## src/rtl/ssd_pkg.sv

```systemverilog
// Shared definitions for seven-segment self-check blocks.
package ssd_pkg;

    localparam int unsigned SETTLE_DEFAULT = 4;
    localparam int unsigned CNT_W          = 8;
    localparam int unsigned SEG_W          = 7;
    localparam int unsigned NDIG           = 4;

    // Active-low {a,b,c,d,e,f,g} patterns as driven by the display driver
    localparam logic [SEG_W-1:0] SEG_0     = 7'h01;
    localparam logic [SEG_W-1:0] SEG_1     = 7'h4F;
    localparam logic [SEG_W-1:0] SEG_2     = 7'h12;
    localparam logic [SEG_W-1:0] SEG_3     = 7'h06;
    localparam logic [SEG_W-1:0] SEG_4     = 7'h4C;
    localparam logic [SEG_W-1:0] SEG_5     = 7'h24;
    localparam logic [SEG_W-1:0] SEG_6     = 7'h20;
    localparam logic [SEG_W-1:0] SEG_7     = 7'h0F;
    localparam logic [SEG_W-1:0] SEG_8     = 7'h00;
    localparam logic [SEG_W-1:0] SEG_9     = 7'h04;
    localparam logic [SEG_W-1:0] SEG_BLANK = 7'h7F;

    typedef enum logic [1:0] {
        ST_IDLE   = 2'd0,
        ST_SETTLE = 2'd1,
        ST_HOLD   = 2'd2
    } state_t;

    // Decoder result payload
    typedef struct packed {
        logic [3:0] value;
        logic       blank;
        logic       err;
    } seg_dec_t;

endpackage

```

## src/rtl/seg7_decode.sv

```systemverilog
// Combinational seven-segment pattern to BCD decoder.
module seg7_decode
    import ssd_pkg::*;
(
    input  logic [SEG_W-1:0] i_seg,
    output seg_dec_t         o_dec_c
);

    // Map each known pattern; anything unrecognised is flagged as an error
    always_comb begin
        o_dec_c = '0;
        case (i_seg)
            SEG_0:     o_dec_c.value = 4'd0;
            SEG_1:     o_dec_c.value = 4'd1;
            SEG_2:     o_dec_c.value = 4'd2;
            SEG_3:     o_dec_c.value = 4'd3;
            SEG_4:     o_dec_c.value = 4'd4;
            SEG_5:     o_dec_c.value = 4'd5;
            SEG_6:     o_dec_c.value = 4'd6;
            SEG_7:     o_dec_c.value = 4'd7;
            SEG_8:     o_dec_c.value = 4'd8;
            SEG_9:     o_dec_c.value = 4'd9;
            SEG_BLANK: o_dec_c.blank = 1'b1;
            default:   o_dec_c.err   = 1'b1;
        endcase
    end

endmodule

```

## src/rtl/ssd_scan_decoder.sv

```systemverilog
// Samples a multiplexed seven-segment bus, waits for each digit to settle
// and decodes it back to BCD for in-system checking of the display path.
module ssd_scan_decoder
    import ssd_pkg::*;
#(
    parameter int unsigned SETTLE = SETTLE_DEFAULT
) (
    input  logic              f_crys,
    input  logic              rst,
    input  logic [7:0]        D,
    input  logic [NDIG-1:0]   ssd,
    output logic [4*NDIG-1:0] val,
    output logic [NDIG-1:0]   blank,
    output logic [NDIG-1:0]   dp,
    output logic [NDIG-1:0]   err,
    output logic              cap_stb,
    output logic [1:0]        cap_idx,
    output logic              frame_stb
);

    localparam logic [CNT_W-1:0] CNT_TGT = CNT_W'(SETTLE);
    localparam logic [CNT_W-1:0] CNT_MAX = '1;

    logic [7:0]        r_dq;
    logic [NDIG-1:0]   r_ssdq;
    logic [11:0]       r_prev_pair;
    state_t            r_state;
    state_t            w_state_nxt;
    logic [CNT_W-1:0]  r_cnt;
    logic [CNT_W-1:0]  w_cnt_nxt;
    logic              w_cap;
    logic [11:0]       w_pair;
    logic              w_valid;
    logic              w_same;
    logic [1:0]        w_idx;
    seg_dec_t          w_dec;
    logic              r_have_prev;
    logic [1:0]        r_prev_idx;
    logic [4*NDIG-1:0] r_val;
    logic [NDIG-1:0]   r_blank;
    logic [NDIG-1:0]   r_dp;
    logic [NDIG-1:0]   r_err;
    logic              r_cap_stb;
    logic [1:0]        r_cap_idx;
    logic              r_frame_stb;

    assign w_pair = {r_dq, r_ssdq};
    assign w_same = (w_pair == r_prev_pair);

    // One-hot-low select detection and digit index
    always_comb begin
        w_valid = 1'b1;
        w_idx   = 2'd0;
        case (r_ssdq)
            4'b1110: w_idx = 2'd0;
            4'b1101: w_idx = 2'd1;
            4'b1011: w_idx = 2'd2;
            4'b0111: w_idx = 2'd3;
            default: w_valid = 1'b0;
        endcase
    end

    seg7_decode u_dec (
        .i_seg   (r_dq[7:1]),
        .o_dec_c (w_dec)
    );

    // Input register plus one-cycle-old copy for the stability compare
    always_ff @(posedge f_crys) begin
        if (rst) begin
            r_dq        <= '1;
            r_ssdq      <= '1;
            r_prev_pair <= '1;
        end else begin
            r_dq        <= D;
            r_ssdq      <= ssd;
            r_prev_pair <= w_pair;
        end
    end

    // FSM state and settle counter
    always_ff @(posedge f_crys) begin
        if (rst) begin
            r_state <= ST_IDLE;
            r_cnt   <= '0;
        end else begin
            r_state <= w_state_nxt;
            r_cnt   <= w_cnt_nxt;
        end
    end

    // Next-state: count stable cycles, capture when the target is reached
    always_comb begin
        w_state_nxt = r_state;
        w_cnt_nxt   = r_cnt;
        w_cap       = 1'b0;
        case (r_state)
            ST_IDLE: begin
                if (w_valid) begin
                    w_state_nxt = ST_SETTLE;
                    w_cnt_nxt   = CNT_W'(1);
                end else begin
                    w_cnt_nxt   = '0;
                end
            end
            ST_SETTLE: begin
                if (!w_valid) begin
                    w_state_nxt = ST_IDLE;
                    w_cnt_nxt   = '0;
                end else if (w_same) begin
                    w_cnt_nxt   = (r_cnt == CNT_MAX) ? r_cnt : r_cnt + CNT_W'(1);
                end else begin
                    w_cnt_nxt   = CNT_W'(1);
                end
            end
            ST_HOLD: begin
                if (!w_same) begin
                    w_state_nxt = w_valid ? ST_SETTLE : ST_IDLE;
                    w_cnt_nxt   = w_valid ? CNT_W'(1) : '0;
                end else begin
                    w_cnt_nxt   = (r_cnt == CNT_MAX) ? r_cnt : r_cnt + CNT_W'(1);
                end
            end
            default: begin
                w_state_nxt = ST_IDLE;
                w_cnt_nxt   = '0;
            end
        endcase
        // A settle window that reaches the target captures and moves to HOLD
        if (w_state_nxt == ST_SETTLE && w_cnt_nxt == CNT_TGT) begin
            w_cap       = 1'b1;
            w_state_nxt = ST_HOLD;
        end
    end

    // Per-digit result registers, capture strobe and frame detection
    always_ff @(posedge f_crys) begin
        if (rst) begin
            r_val       <= '0;
            r_blank     <= '1;
            r_dp        <= '0;
            r_err       <= '0;
            r_cap_stb   <= 1'b0;
            r_cap_idx   <= 2'd0;
            r_frame_stb <= 1'b0;
            r_have_prev <= 1'b0;
            r_prev_idx  <= 2'd0;
        end else begin
            r_cap_stb   <= w_cap;
            r_frame_stb <= 1'b0;
            if (w_cap) begin
                r_cap_idx   <= w_idx;
                r_frame_stb <= r_have_prev && (w_idx <= r_prev_idx);
                r_have_prev <= 1'b1;
                r_prev_idx  <= w_idx;
                r_dp[w_idx] <= ~r_dq[0];
                if (w_dec.err) begin
                    r_err[w_idx]   <= 1'b1;
                    r_blank[w_idx] <= 1'b0;
                end else if (w_dec.blank) begin
                    r_err[w_idx]   <= 1'b0;
                    r_blank[w_idx] <= 1'b1;
                    r_val[{w_idx, 2'b00} +: 4] <= 4'd0;
                end else begin
                    r_err[w_idx]   <= 1'b0;
                    r_blank[w_idx] <= 1'b0;
                    r_val[{w_idx, 2'b00} +: 4] <= w_dec.value;
                end
            end
        end
    end

    assign val       = r_val;
    assign blank     = r_blank;
    assign dp        = r_dp;
    assign err       = r_err;
    assign cap_stb   = r_cap_stb;
    assign cap_idx   = r_cap_idx;
    assign frame_stb = r_frame_stb;

endmodule

```

## config.mk

```make
export PLATFORM = sky130hd
export DESIGN_NAME = ssd_scan_decoder
export DESIGN_NICKNAME = d
export VERILOG_FILES = /design/src/rtl/ssd_pkg.sv /design/src/rtl/seg7_decode.sv /design/src/rtl/ssd_scan_decoder.sv
export SDC_FILE = /design/constraint.sdc
export NUM_CORES = 1
export LEC_CHECK = 0
export BUFFER_PORTS_ARGS = -buffer_cell sky130_fd_sc_hd__buf_2
export CORE_ASPECT_RATIO = 2
export CORE_MARGIN = 3
export CORE_UTILIZATION = 57
export CTS_CLUSTER_DIAMETER = 60
export DETAILED_ROUTE_END_ITERATION = 8
export HOLD_SLACK_MARGIN = 0.05
export PLACE_DENSITY_LB_ADDON = 0.05
export SYNTH_ARGS = -nofsm -noshare
export SYNTH_HDL_FRONTEND = slang
export SYNTH_SLANG_ARGS = --single-unit
```

## constraint.sdc

```tcl
create_clock -name f_crys -period 2.7 [get_ports f_crys]
set_input_delay 0.675 -clock f_crys [delete_from_list [all_inputs] [get_ports f_crys]]
set_output_delay 0.675 -clock f_crys [all_outputs]
set_load 0.01 [all_outputs]
```

## Word-level counts from Yosys, hierarchy flattened

Cells that the tools add are included.

| operators by class | value |
|---|---|
| $add $sub $neg | 2 |
| multiply operators | 0 |
| div/mod/pow operators | 0 |
| magnitude comparators | 3 |
| eq/ne operators | 20 |
| shifts and indexed selects | 3 |
| mux-type cells | 26 |
| bitwise operators | 7 |
| reduce and logical (&&, ||, !) cells | 10 |

Operators by type and width:

| cell | count |
|---|---|
| case mux 4 bit (9 select lines) | 1 |
| bitwise mux 16 bit | 2 |
| 2-to-1 mux 8 bit | 4 |
| case mux 8 bit (3 select lines) | 1 |
| equality test 7 bit (second input constant) | 3 |
| 2-to-1 mux 16 bit | 1 |
| variable shift 4 x 6 -> 16 bit (first input constant) | 1 |
| variable part select 4 x 6 -> 16 bit | 1 |
| variable part select 4 x 6 -> 16 bit (first input constant) | 1 |
| equality test 7 x 3 -> 1 bit (second input constant) | 2 |
| equality test 7 x 6 -> 1 bit (second input constant) | 2 |
| equality test 12 bit | 1 |
| equality test 4 bit (second input constant) | 3 |
| 2-to-1 mux 4 bit | 3 |
| case mux 2 bit (3 select lines) | 2 |
| OR reduction 11 bit | 1 |
| adder 8 x 1 -> 8 bit (second input constant) | 1 |
| bitwise AND 4 bit | 2 |
| equality test 8 x 3 -> 1 bit (second input constant) | 1 |
| equality test 8 bit (second input constant) | 1 |
| 2-to-1 mux 2 bit | 4 |
| bitwise OR 4 bit | 2 |
| equality test 7 x 1 -> 1 bit (second input constant) | 1 |
| equality test 7 x 4 -> 1 bit (second input constant) | 1 |
| 19 further kinds | 29 |

| word-level totals | value |
|---|---|
| bits in registers | 67 |
| latch bits | 0 |
| bits in writable memories | 0 |
| memory bits (read-only) | 0 |
| bits of input ports | 14 |
| logic and storage cells | 85 |
| memories kept | 0 |

## Longest topological paths before layout

| logic depth | value |
|---|---|
| word-level depth | 11 |
| depth in mapped cells | 8 |
| depth with buffers taken out | 7 |

## Cells and area by module

A second synthesis with hierarchy kept.

| second synthesis, totals | value |
|---|---|
| cells, all modules | 341 |
| area total of the unflattened synthesis | 3314.4 um^2 |

Modules (own cells, without submodules):

| module | instances | cells each | area each (um^2) |
|---|---|---|---|
| ssd_scan_decoder | 1 | 314 | 3139.3 |
| seg7_decode | 1 | 27 | 175.2 |

## Worst setup path before layout

Ideal clock, no wire load.

| timing path | value |
|---|---|
| path type | reg-to-reg |
| from | register r_cnt[0] |
| to | register r_val[10], in the netlist val[10] |
| library setup time | 121 ps |
| arrival | 2251 ps |
| required time | 2579 ps |
| slack | 328 ps |
| cell stages (with the launch flop) | 8 |
| cell sequence | dfxtp_1 ha_1 nand3_2 or3_4 a2111oi_4 and4_4 nand3_4 mux2_4 |

| on the way | value |
|---|---|
| longest elaborated chain between the ends | 9 |
| elaborated cells between the ends (all ways) | 11 |
| classes of those cells | add/sub (1); eq/ne (2); mux (6); reduce/logical (2) |

Ends and longest elaborated chain:

| element | line | text |
|---|---|---|
| start: declaration | ssd_scan_decoder.sv:29 | `logic [CNT_W-1:0] r_cnt;` |
| start signal: assignment | ssd_scan_decoder.sv:88 | `r_cnt <= w_cnt_nxt;` |
| adder 8 x 1 -> 8 bit / equality test 8 bit (equally long branches) | ssd_scan_decoder.sv:111, ssd_scan_decoder.sv:121 |  |
| 2-to-1 mux 8 bit (*) | ssd_scan_decoder.sv:111, ssd_scan_decoder.sv:121 |  |
| 2-to-1 mux 8 bit | ssd_scan_decoder.sv:110 | `end else if (w_same) begin` |
| 2-to-1 mux 8 bit | ssd_scan_decoder.sv:107 | `if (!w_valid) begin` |
| case mux 8 bit (3 select lines) (*) | ssd_scan_decoder.sv:97 | `case (r_state)` |
| equality test 8 x 3 -> 1 bit (*) | ssd_scan_decoder.sv:130 | `if (w_state_nxt == ST_SETTLE && w_cnt_nxt == CNT_TGT) begin` |
| logical AND 1 bit (*) | ssd_scan_decoder.sv:130 |  |
| 2-to-1 mux 1 bit (*) | ssd_scan_decoder.sv:130 |  |
| AND reduction 2 bit (no source line) (*) | n/a |  |
| end signal: indexed assignment | ssd_scan_decoder.sv:167 | `r_val[{w_idx, 2'b00} +: 4] <= w_dec.value;` |
| end: declaration | ssd_scan_decoder.sv:39 | `logic [4*NDIG-1:0] r_val;` |

Every way passes the cells marked *; elsewhere a longest branch is shown, timed or not.
A chain may end at the register's enable or synchronous reset.

## Worst setup path after layout

| timing path | value |
|---|---|
| from | register r_cnt[0] |
| to | register r_val[5], in the netlist val[5] |

The elaborated chain is that of the path after synthesis.

==> flow_summary.toml <==
[detailed_routing]
routed-via-count = 2510
drc_errors = 0
ant_nets = 0
avgRoutedWirePerCell_um = 14.8
wirelength_um = 6690
vias_per_cell = 5.54
drt_pass1_iterations = 4
drtIter0Drc = 79

[yosys]
synth-edff-count = 0
synthAdderAreaFrac = 0.0380
ys_seq_area_frac = 0.407
synthesis.area_um2 = 3290
synth_top_family_by_area = "simple AND/OR/NAND/NOR gates"
syn_nets = 368
yosys.area_share.simple = 0.290
synthMuxAreaShare = 0.111
synth_compound_area_frac = 0.0711
ys_warn_count = 0
syn_inst = 344
synth.distinct_cells = 52
avgSynthCellArea_um2 = 9.57
ys_ff_latch = 67
async_flop_share = 0
synth_top_flop_cell = "dfxtp_1"
synthXorXnorAreaFrac = 0.0506

[sta]
finClkSkew_ps = 10.9
maxSlewViolCount = 0
hold_viol_final = 0
rsz0062_at_grt = "false"
setup_ws_ps = 118
fmax_mhz = 387
min_period_over_period = 0.956
period_minus_slack_ps = 2580
fin_tns_setup_ps = 0
tightest_slew_ps = 583
setup_viol = 0
max_slew_margin = 0.610

[global_routing]
grt_use_total = 0.213
antenna_found_initial = 0
grt_pass1_vias = 2444
overflow = 0
grt_max_degree = 26
grt_pass1_wl_um = 11000

[setup_path]
cp-endpoint = "val[5]$_SDFFE_PP0P_"
crit_family = "simple AND/OR/NAND/NOR gates"
cp.depth = 7
crit_path_cell_trace = "ha_1, nand3_2, or3_4, a2111oi_4, and4_4, nand3_4, mux2_4"
reg2reg_to = "val[5]$_SDFFE_PP0P_"
cp_max_fo = 6
critPathSlowestCell = "dfxtp_1"
path_class = "flop to flop"
start_kind = "flop"
r2r_start = "r_cnt[0]$_SDFF_PP0_"
cp.arrival_ps = 2810
reg2reg_slack_ps = 120
reg2reg_depth = 7
worstPathRequired_ps = 2930
endpoint_kind = "flop"
critical-path-max-stage-delay_ps = 400
crit_buf_inv = 0
cp-startpoint = "r_cnt[0]$_SDFF_PP0_"

[final_layout]
drive_gt1_frac = 0.318
area_delta_synth_final_pct = 16.1
nets = 412
diodes = 0

[clock_network]
cts_hold_buf = 0
cts_setup_buffers = 0
htree_levels = 3
path_clk_slew_ps = 70
clk_latency_ps = 350
ctsResizeCount = 0
clockRootBuffer = "clkbuf_8"
clk_path_buf_depth = 2
numCtsBuffers = 9
cts_tree = "done"
clock-sinks = 67

[die]
initial_core_util = 0.597
dieArea_um2 = 6780
die_w_um = 59.7
core_um2 = 5520
fp-row-count = 38
die_y_um = 113
ios = 46

[power_and_ir_drop]
p_per_area_nw_per_um2 = 594
vdd_drop_max_mv = 0.778
power.leakage_nw = 1.73

[placement]
portBuffers = 45
place.gp.congestion = 0.894
place_ws_ps = 160
dpl.hpwl_um = 4990

[job]
max-cap-violations = 0

[run_status]
outcome = "complete, no violations"

[worst_hold_path]
hp-class = "flop to flop"
## worst register-to-register path: cells and delay by family, from the launching register on
family,cells,cell delay [ps]
adder cells (fa/ha/maj),1,300
AND/OR/NAND/NOR,4,1050
flip-flops,1,400
AO/OA/AOI/OAI,1,400
multiplexers,1,320
## cell type report
class | count | area (µm²)
multi-input combinational | 252 | 1850
fill | 455 | 1690
sequential | 67 | 1340
timing repair buffer | 52 | 278
clock buffer | 12 | 165
clock inverter | 4 | 95.1
tap | 60 | 75.1
inverter | 6 | 22.5
## through the flow
step | instances | hold slack, ps | area [µm²] | total power, mW | util
floorplan | 344 | 432 | 3290 | 1.18 | -
global placement | 437 | 447 | 3560 | 1.23 | 0.646
detailed placement | 437 | 462 | 3560 | 1.23 | 0.646
CTS | 453 | 480 | 3820 | 2.29 | 0.693
global route | 453 | 496 | 3820 | 2.35 | 0.693
finish | 453 | 476 | 3820 | 2.27 | 0.693
## power by group
part           internal, mW  leakage, nW  total [mW]  switching [mW]
Clock                 0.688        0.133        1.06           0.373
Combinational        0.0772         1.05       0.178           0.101
Sequential             1.01        0.546        1.03          0.0226
## cell usage after synthesis (all sizes together) (3+ instances only)
| cell type | count | area, µm² |
|---|---|---|
| or3 | 3 | 23.8 |
| nand3 | 12 | 115 |
| xnor2 | 14 | 123 |
| mux2i | 19 | 190 |
| and3 | 7 | 43.8 |
| nor2 | 35 | 131 |
| or2 | 26 | 163 |
| nand4 | 6 | 52.6 |
| mux2 | 13 | 176 |
| inv | 6 | 22.5 |
| o21ai | 5 | 25.0 |
| dfxtp | 67 | 1340 |
| nor4 | 5 | 31.3 |
| a21oi | 7 | 35.0 |
| nor2b | 6 | 37.5 |
| nand2b | 12 | 75.1 |
| nor3 | 7 | 35.0 |
| and2b | 8 | 63.8 |
| nor3b | 3 | 22.5 |
| xor2 | 5 | 43.8 |
| and4 | 5 | 48.8 |
| nand2 | 25 | 93.8 |
| ha | 10 | 125 |
| clkbuf | 17 | 63.8 |
## per-layer routing
layer / vias up / routed length (µm) / GRT usage
met5: - / 0 / 0
met1: 1180 / 2590 / 0.215
li1: 1258 / - / -
met2: 53 / 3660 / 0.380
met3: 19 / 198 / 0.0532
met4: 0 / 251 / 0.114
## cells in the final DEF, fill, tap and decap left out, types with 4 or more instances in the layout
cell,Yosys,layout
ha_1,10,10
a21oi_1,7,7
xor2_1,5,5
nor4_1,5,5
mux2_4,8,8
dfxtp_1,67,67
nand3_1,7,7
mux2i_1,19,19
buf_2,0,45
nand2b_1,12,12
buf_4,1,7
nand3_4,4,4
o21ai_0,4,4
clkbuf_8,0,12
and2b_1,5,5
nand2_1,25,25
xnor2_1,14,14
mux2_2,5,5
nand4_1,5,5
nor3_1,7,7
nor2_1,35,35
or2_2,26,26
and3_1,7,7
inv_1,6,6
nor2b_1,6,6
## kinds of logic (layout without fill, tap and decap cells)
| family | count (synthesis) | after routing |
|---|---|---|
| adders and majority gates | 10 | 10 |
| AOI/OAI and AO/OA | 29 | 29 |
| xor gates and xnor gates | 19 | 19 |
| DFF | 67 | 67 |
| buffers and inverters | 25 | 74 |
| and+or+nand+nor | 162 | 162 |
| muxes | 32 | 32 |
## how the worst min path moves through the flow
stage                                   from                       end  cells past startpoint
floorplan           r_have_prev$_SDFFE_PP0P_  r_have_prev$_SDFFE_PP0P_                      2
global placement    r_have_prev$_SDFFE_PP0P_  r_have_prev$_SDFFE_PP0P_                      2
detailed placement  r_have_prev$_SDFFE_PP0P_  r_have_prev$_SDFFE_PP0P_                      2
CTS                 r_have_prev$_SDFFE_PP0P_  r_have_prev$_SDFFE_PP0P_                      2
global route                            D[3]        r_dq[3]$_SDFF_PP1_                      2
finish                    dp[3]$_SDFFE_PP0P_        dp[3]$_SDFFE_PP0P_                      2
Note: power is estimated with default switching activity, not from simulation.
